==> src/rtl/booth_mul_pkg.sv <==
// Shared types and helpers for the sequential radix-4 Booth multiplier.
`timescale 1ns/1ps
package booth_mul_pkg;

  // Controller states
  typedef enum logic {
    IDLE = 1'b0,
    RUN  = 1'b1
  } state_t;

  // Recoded radix-4 Booth digit
  typedef enum logic [2:0] {
    ZERO = 3'd0,
    POS1 = 3'd1,
    POS2 = 3'd2,
    NEG1 = 3'd3,
    NEG2 = 3'd4
  } digit_t;

  // Digits needed for a WIDTH-bit operand extended by two bits
  function automatic int calc_num_digits(input int width);
    return width / 2 + 1;
  endfunction

endpackage

==> src/rtl/booth_r4_encoder.sv <==
// Radix-4 Booth recoder: maps a 3-bit multiplier window {b[2i+1], b[2i], b[2i-1]}
// to a signed digit in {-2,-1,0,+1,+2}.
`timescale 1ns/1ps
module booth_r4_encoder
  import booth_mul_pkg::*;
(
  input  logic [2:0] window,
  output digit_t     digit
);

  // Pure table lookup, no state
  always_comb begin
    digit = ZERO;
    case (window)
      3'b001, 3'b010: digit = POS1;
      3'b011:         digit = POS2;
      3'b100:         digit = NEG2;
      3'b101, 3'b110: digit = NEG1;
      default:        digit = ZERO;
    endcase
  end

endmodule

==> src/rtl/booth_mul_seq.sv <==
// Sequential radix-4 Booth multiplier, one recoded digit per clock.
// Optional macro BOOTH_MUL_EARLY_EXIT_EN: finish as soon as every remaining
// digit is known to be zero (latency 1..N instead of a fixed N).
`timescale 1ns/1ps
module booth_mul_seq
  import booth_mul_pkg::*;
#(
  parameter int WIDTH = 32
) (
  input  logic                 clk,
  input  logic                 rst_n,
  input  logic                 start,
  input  logic                 is_signed,
  input  logic [WIDTH-1:0]     a,
  input  logic [WIDTH-1:0]     b,
  output logic                 busy,
  output logic                 done,
  output logic [2*WIDTH-1:0]   product
);

  localparam int NUM_DIGITS = calc_num_digits(WIDTH);
  localparam int ACC_W      = 2 * WIDTH + 4;
  // Extended multiplier (WIDTH+2) plus the implicit look-back bit at the bottom
  localparam int MPL_W      = WIDTH + 3;
  localparam int CNT_W      = $clog2(NUM_DIGITS + 1);

  state_t             state_reg, state_next;
  logic [ACC_W-1:0]   mcand_reg;      // multiplicand pre-scaled by 4^i
  logic [MPL_W-1:0]   mplier_reg;     // window sits in bits [2:0]
  logic [ACC_W-1:0]   acc_reg;
  logic [CNT_W-1:0]   cnt_reg;
  logic [2*WIDTH-1:0] product_reg;
  logic               done_reg;

  logic               a_fill, b_fill;
  logic [ACC_W-1:0]   mcand_init;
  logic [MPL_W-1:0]   mplier_init;
  logic [MPL_W-1:0]   mplier_shift;
  logic [ACC_W-1:0]   addend;
  logic [ACC_W-1:0]   acc_next;
  logic               last_digit;
  logic               finish;
  digit_t             digit;

  assign a_fill      = is_signed & a[WIDTH-1];
  assign b_fill      = is_signed & b[WIDTH-1];
  assign mcand_init  = {{(ACC_W-WIDTH){a_fill}}, a};
  assign mplier_init = {{2{b_fill}}, b, 1'b0};

  // Arithmetic shift keeps the fill equal to the extended sign, so the
  // register remains a faithful view of the unconsumed bits.
  assign mplier_shift = {{2{mplier_reg[MPL_W-1]}}, mplier_reg[MPL_W-1:2]};
  assign last_digit   = (cnt_reg == CNT_W'(NUM_DIGITS - 1));

  booth_r4_encoder u_encoder (
    .window (mplier_reg[2:0]),
    .digit  (digit)
  );

  // Scale the current multiplicand by the recoded digit
  always_comb begin
    addend = '0;
    case (digit)
      POS1:    addend = mcand_reg;
      POS2:    addend = mcand_reg << 1;
      NEG1:    addend = -mcand_reg;
      NEG2:    addend = -(mcand_reg << 1);
      default: addend = '0;
    endcase
  end

  assign acc_next = acc_reg + addend;

`ifdef BOOTH_MUL_EARLY_EXIT_EN
  // Remaining digits are all zero when the unconsumed bits and look-back bit agree
  logic [MPL_W-2:0] bit_diff;
  genvar gi;
  generate
    for (gi = 0; gi < MPL_W - 1; gi++) begin : g_uniform
      assign bit_diff[gi] = mplier_shift[gi+1] ^ mplier_shift[gi];
    end
  endgenerate
  assign finish = last_digit | ~(|bit_diff);
`else
  assign finish = last_digit;
`endif

  // State register
  always_ff @(posedge clk or negedge rst_n) begin
    if (!rst_n) state_reg <= IDLE;
    else        state_reg <= state_next;
  end

  // Next-state logic: accept start in IDLE, leave RUN after the final digit
  always_comb begin
    state_next = state_reg;
    case (state_reg)
      IDLE:    if (start)  state_next = RUN;
      RUN:     if (finish) state_next = IDLE;
      default: state_next = IDLE;
    endcase
  end

  // Output decode from the state
  always_comb begin
    busy = (state_reg == RUN);
  end

  // Datapath: latch operands on start, retire one digit per RUN cycle
  always_ff @(posedge clk or negedge rst_n) begin
    if (!rst_n) begin
      mcand_reg   <= '0;
      mplier_reg  <= '0;
      acc_reg     <= '0;
      cnt_reg     <= '0;
      product_reg <= '0;
      done_reg    <= 1'b0;
    end else begin
      done_reg <= 1'b0;
      case (state_reg)
        IDLE: begin
          if (start) begin
            mcand_reg  <= mcand_init;
            mplier_reg <= mplier_init;
            acc_reg    <= '0;
            cnt_reg    <= '0;
          end
        end
        RUN: begin
          acc_reg    <= acc_next;
          mcand_reg  <= mcand_reg << 2;
          mplier_reg <= mplier_shift;
          cnt_reg    <= cnt_reg + CNT_W'(1);
          if (finish) begin
            product_reg <= acc_next[2*WIDTH-1:0];
            done_reg    <= 1'b1;
          end
        end
        default: ;
      endcase
    end
  end

  assign done    = done_reg;
  assign product = product_reg;

endmodule
==> config.mk <==
export PLATFORM = sky130hd
export DESIGN_NAME = booth_mul_seq
export DESIGN_NICKNAME = d
export VERILOG_FILES = /design/src/rtl/booth_mul_pkg.sv /design/src/rtl/booth_r4_encoder.sv /design/src/rtl/booth_mul_seq.sv
export SDC_FILE = /design/constraint.sdc
export NUM_CORES = 1
export LEC_CHECK = 0
export ABC_CLOCK_PERIOD_IN_PS = 7750
export CELL_PAD_IN_SITES_DETAIL_PLACEMENT = 0
export CELL_PAD_IN_SITES_GLOBAL_PLACEMENT = 2
export CORE_MARGIN = 3
export CORE_UTILIZATION = 36
export DETAILED_ROUTE_END_ITERATION = 8
export GPL_TIMING_DRIVEN = 1
export HOLD_SLACK_MARGIN = 0.08
export PLACE_DENSITY = 0.81
export SYNTH_ARGS = -nofsm -noshare
export SYNTH_HDL_FRONTEND = slang
export SYNTH_SLANG_ARGS = --single-unit
==> constraint.sdc <==
create_clock -name clk -period 7.75 [get_ports clk]
set_input_delay 1.55 -clock clk [delete_from_list [all_inputs] [get_ports clk]]
set_output_delay 1.55 -clock clk [all_outputs]
set_load 0.05 [all_outputs]
# Yosys cells after proc, flatten, opt, wreduce, memory -nomap -nowiden
# Index checks and enable logic that the tools add are counted.
[word_totals] reg_bits=242 in_bits=68 out_inout_bits=66 word_cells=46
[classes] add_sub_neg=4 n_eq_ne=12 n_mux=15 n_bitwise=3 reduce_logical=4
[op_table] operator="$pmux W68 S2" n=2
[op_table] operator="$pmux W68 S4" n=1
[op_table] operator="$mux W68" n=2
[op_table] operator="$neg A68 Y68" n=2
[op_table] operator="$pmux W35 S2" n=1
[op_table] operator="$add A68 B68 Y68" n=1
[op_table] operator="$mux W35" n=1
[op_table] operator="$eq A3 B2 Y1 const B" n=4
[op_table] operator="$eq A3 B3 Y1 const B" n=4
[op_table] operator="$pmux W3 S4" n=1
[op_table] operator="$pmux W5 S2" n=1
[op_table] operator="$eq A3 B1 Y1 const B" n=2
[op_table] operator="$add A5 B1 Y5 const B" n=1
[op_table] operator="$eq A5 B5 Y1 const B" n=1
[op_table] operator="$mux W5" n=1
[op_table] operator="$mux W1" n=4
[op_table] operator="$reduce_and A2 Y1" n=2
[op_table] operator="$reduce_or A2 Y1" n=2
[op_table] operator="$and A1 B1 Y1" n=2
[op_table] operator="$ne A2 B2 Y1 const B" n=1
[op_table] operator="$pmux W1 S2" n=1
[op_table] operator="$not A1 Y1" n=1

# Logic depth before layout (Yosys ltp)
[depth] depth_word=7 mapped_depth=25 ltp_nobuf=23

# Modules after synthesis
# Synthesis repeated with hierarchy kept, for this count alone.
[unflattened] hier_cells=1929 hier_area_um2=16392.0
[modules_own_cells] mod="booth_mul_seq" instances=1 cells_per_inst=1925 area_each_um2=16358.2 seq_area_each_um2=5855.6
[modules_own_cells] mod="booth_r4_encoder" instances=1 cells_per_inst=4 area_each_um2=33.8 seq_area_each_um2=0.0

# Worst setup path before layout
# OpenSTA, ideal clock, no wires.
[synth_timing] path_kind="reg2reg" from="reg mcand_reg[0]" to="reg product_reg[63], in the netlist product[63]" setup_time_ns=0.125 t_arrival_ns=6.134 required_ns=7.625 slack_ns=1.491 stages_incl_launch_ff=26 n_path_buf=2 period_less_slack_ns=6.259 path_cell_list="dfrtp_1 > inv_1 > ha_1 > or3b_4 > or3_1 > buf_6 > or3b_4 > or3_4 > or3_1 > or4b_4 > or3_4 > nand2_1 > xor2_1 > o21ai_1 > ha_1 > clkbuf_1 > a21oi_1 > o21ai_0 > nor2_1 > and3_1 > a21o_1 > o21ai_0 > a31oi_1 > o41ai_1 > xor3_1 > mux2_2"
[synth_between] elab_chain_cells=3 elab_cells_between_ends=4 cone_classes="3 x add/sub; 1 x mux"
[synth_lines] item="start, declared" line_no="booth_mul_seq.sv:28" text="logic [ACC_W-1:0] mcand_reg;"
[synth_lines] item="start signal, assigned" line_no="booth_mul_seq.sv:123" text="mcand_reg <= mcand_init;"
[synth_lines] item="start signal, assigned" line_no="booth_mul_seq.sv:131" text="mcand_reg <= mcand_reg << 2;"
[synth_lines] item="$neg A68 Y68 (on tied branches)" line_no="booth_mul_seq.sv:66, booth_mul_seq.sv:67"
[synth_lines] item="$pmux W68 S4 *" line_no="booth_mul_seq.sv:63" text="case (digit)"
[synth_lines] item="$add A68 B68 Y68 *" line_no="booth_mul_seq.sv:72" text="assign acc_next = acc_reg + addend;"
[synth_lines] item="end signal, assigned" line_no="booth_mul_seq.sv:135" text="product_reg <= acc_next[2*WIDTH-1:0];"
[synth_lines] item="end, declared" line_no="booth_mul_seq.sv:32" text="logic [2*WIDTH-1:0] product_reg;"
# Every way passes the cells marked *; elsewhere a longest branch is shown, timed or not.
# A chain may end at the register's enable or synchronous reset.

# Worst setup path after layout
[layout_timing] from="reg mcand_reg[0]" to="reg acc_reg[52]"
[layout_between] elab_chain_cells=4 elab_cells_between_ends=5 cone_classes="3 x add/sub; 2 x mux"
[layout_lines] item="$neg A68 Y68 (on tied branches)" line_no="booth_mul_seq.sv:66, booth_mul_seq.sv:67"
[layout_lines] item="$pmux W68 S4 *" line_no="booth_mul_seq.sv:63"
[layout_lines] item="$add A68 B68 Y68 *" line_no="booth_mul_seq.sv:72"
[layout_lines] item="$pmux W68 S2 *" line_no="booth_mul_seq.sv:120" text="case (state_reg)"
[layout_lines] item="end signal, assigned" line_no="booth_mul_seq.sv:130" text="acc_reg <= acc_next;"
[layout_lines] item="end, declared" line_no="booth_mul_seq.sv:30" text="logic [ACC_W-1:0] acc_reg;"
# Marks and branches as above.

==> results.ini <==
[die]
num_rows = 77
die_area_um2 = 48600
coreArea_um2 = 44800
chipHeight_um = 220
pin_count = 134
die_x_um = 220
start_util_pct = 37.0

[grt]
grtUsageTotal_pct = 21.7
use_met3_pct = 3.17
grt_pass1_vias = 14300
antenna_found_initial = 1
use_met1_pct = 31.9
top_usage_layer = met2
overflow = 0
grt_pass1_wl_mm = 83.6
grt_start_max_net_pins = 89
gr-usage-met2_pct = 33.4

[setup_path]
cp.required_ns = 8.19
worstSetupEndpointType = register
reg2reg_to = acc_reg[52]
crit_arrival_ns = 7.32
reg2reg_from = mcand_reg[0]
cp_max_fo = 8
regToRegSetupSlack_ns = 0.87
worstSetupPathType = reg -> reg
setup.worst_path.start_class = register
rr_worst_depth = 24

[clocking]
cts.sinks = 234
post-cts-setup-buffers = 0
cts_root_buffer = clkbuf_16
cts_resized = 0
cts_tree = done
htreeDepth = 1
clk_latency_ns = 0.57
cts_buffers = 27
clk_pin_slew_ns = 0.07
postCtsHoldBufs = 0
clock_path_buffers = 3

[min_path]
hold_path_end = product[36]
holdPathStages = 2
hp-start = product[36]
min-delay-path-class = reg -> reg

[detailed_routing]
ant_nets = 0
routedWlPerCell_um = 20.2
drt_pass1_iterations = 5
drt_iter0_markers = 1070
wirelength_mm = 53.1
vias = 14900
routed_via_density = 5.66
drc = 0

[layout]
antennaDiodeCount = 0
layout-drive-gt1-share_pct = 6.15
layout.nets = 2148
syn2layout_area_growth_pct = 15.9

[logic_synthesis]
ys_async_sr_fraction_pct = 100
synth_edf_count = 0
netlist_top_cells_area = dfrtp_1 35%, nand2_1 8.4%, o21ai_0 5.3%
synth_seq_cells = 234
synth_fp_nets = 2124
yosys.area.top_type_share_pct = 35.4
synth_ff_type = dfrtp_1
synth_area_leader_cell = dfrtp_1
yosysWarningCount = 0
ys_types = 73
netlist_area_um2 = 16600
synth_seq_area_share_pct = 35.4
syn_inst = 1989
syn_avg_cell_area_um2 = 8.32

[timing]
period_minus_slack_ns = 6.88
maxSlewHeadroom_pct = 27.4
hold_viol_final = 0
slew_violations = 0
fmax_ghz = 0.145
finalSetupViolations = 0
rsz0062_at_grt = false
fin_crit_sh_pct = 88.8
finalClockSkew_ns = 0.0230
tightest_slew_ns = 1.09
fin_setup_tns_ns = 0

[run]
maxCapViolCount = 0

[place]
place_hpwl_mm = 37.9
gp_congestion = 0.864
io_buffer_count = 133

[outcome]
status = completed

-- synthesized netlist by cell type (all sizes together) (3+ instances only) --
cell,instances
nand2,370
o22ai,11
a21oi,115
nor4,16
o221a,3
a22o,61
o31ai,8
o221ai,9
o211ai,6
and4,4
o21ai,179
a22oi,21
nand2b,15
clkbuf,151
o2111ai,3
xor2,53
a31oi,30
o21bai,13
nand3,19
a221o,34
nor2,115
dfrtp,234
or3,26
a221oi,19
inv,28
nand4,20
a41oi,6
ha,66
and2,8
nor2b,6
a21o,30
xnor2,91
buf,18
mux2,19
o22a,3
a211oi,6
o21a,10
and3,9
nor3,38
mux2i,79
a21boi,7
-- how the worst max path moves through the flow --
stage	from	end	slack [ns]	depth (start not counted)
2_1_floorplan	mcand_reg[0]	product[63]	1.49	25
6_report	mcand_reg[0]	acc_reg[52]	0.87	24
5_1_grt	mcand_reg[0]	acc_reg[52]	0.44	24
3_3_place_gp	mcand_reg[0]	acc_reg[52]	0.99	24
3_5_place_dp	mcand_reg[0]	acc_reg[52]	0.95	24
4_1_cts	mcand_reg[0]	acc_reg[52]	0.93	24
-- stage by stage --
step                      hold WS (ns)  worst slack [ns]  area [um^2]  std cells  util (%)
final                            0.471             0.870        19200       2626      42.8
after global routing             0.497             0.445        19200       2626      42.8
after CTS                        0.477             0.933        19200       2626      42.8
after detailed placement         0.462             0.952        18200       2576      40.7
after global placement           0.457             0.987        18200       2576      40.7
after floorplan                  0.448              1.49        16600       1989         -
-- cells in the final DEF, fill, tap and decap left out, types with 7 or more instances in the layout --
cell,instances
a21boi_0,7
a21o_1,30
a21oi_1,115
a221o_1,34
a221oi_1,19
a22o_1,61
a22oi_1,21
a31oi_1,30
and2_1,8
and3_1,9
buf_4,32
clkbuf_16,27
clkdlybuf4s50_1,131
dfrtp_1,230
ha_1,66
inv_1,27
inv_6,7
mux2_2,19
mux2i_1,79
nand2_1,370
nand2b_1,15
nand3_1,19
nand4_1,20
nor2_1,113
nor3_1,38
nor4_1,14
o21a_1,10
o21ai_0,176
o21bai_1,13
o221ai_1,9
o22ai_1,11
o31ai_1,8
or3_1,23
xnor2_1,91
xor2_1,53
-- critical path: stages, from the launching register on --
cell	delay, ns
dfrtp_1	0.43
inv_1	0.10
ha_1	0.20
or3b_4	0.41
or3_1	0.47
or3b_4	0.46
or3_4	0.35
or3_1	0.33
or4b_4	0.54
or3_4	0.35
nand2_1	0.09
xor2_1	0.15
o21ai_1	0.08
ha_1	0.44
nand2_1	0.13
nor2_1	0.12
a21oi_1	0.07
o21ai_0	0.22
nor3b_1	0.22
a21oi_1	0.07
buf_4	0.20
a21oi_1	0.59
nor2_1	0.17
and4_1	0.24
or3_1	0.33
-- layer usage --
metal	vias up	routed length (um)	part of all wire, %
li1	7179	-	-
met1	7236	25800	49
met2	385	23200	44
met3	67	2940	5.5
met4	2	1100	2.1
met5	-	13	0.024
-- cells by family after synthesis --
kind of cell    share of synthesized area (%)
simple gates                             17.7
compound gates                           23.4
flops                                    35.4
buf+inv                                  4.62
xor+xnor                                 7.76
mux                                      6.07
fa+ha+maj                                5.11
-- cell type report --
class	count	area [um^2]
Tap cell	592	741
Clock buffer	30	717
Inverter	29	109
Sequential cell	234	5860
Clock inverter	20	236
Timing Repair Buffer	164	1570
Multi-Input combinational cell	1557	9950
Fill cell	4553	25600
Power is not shown: default switching activity piles up to over one toggle a cycle in this logic, so the estimate is an artifact.
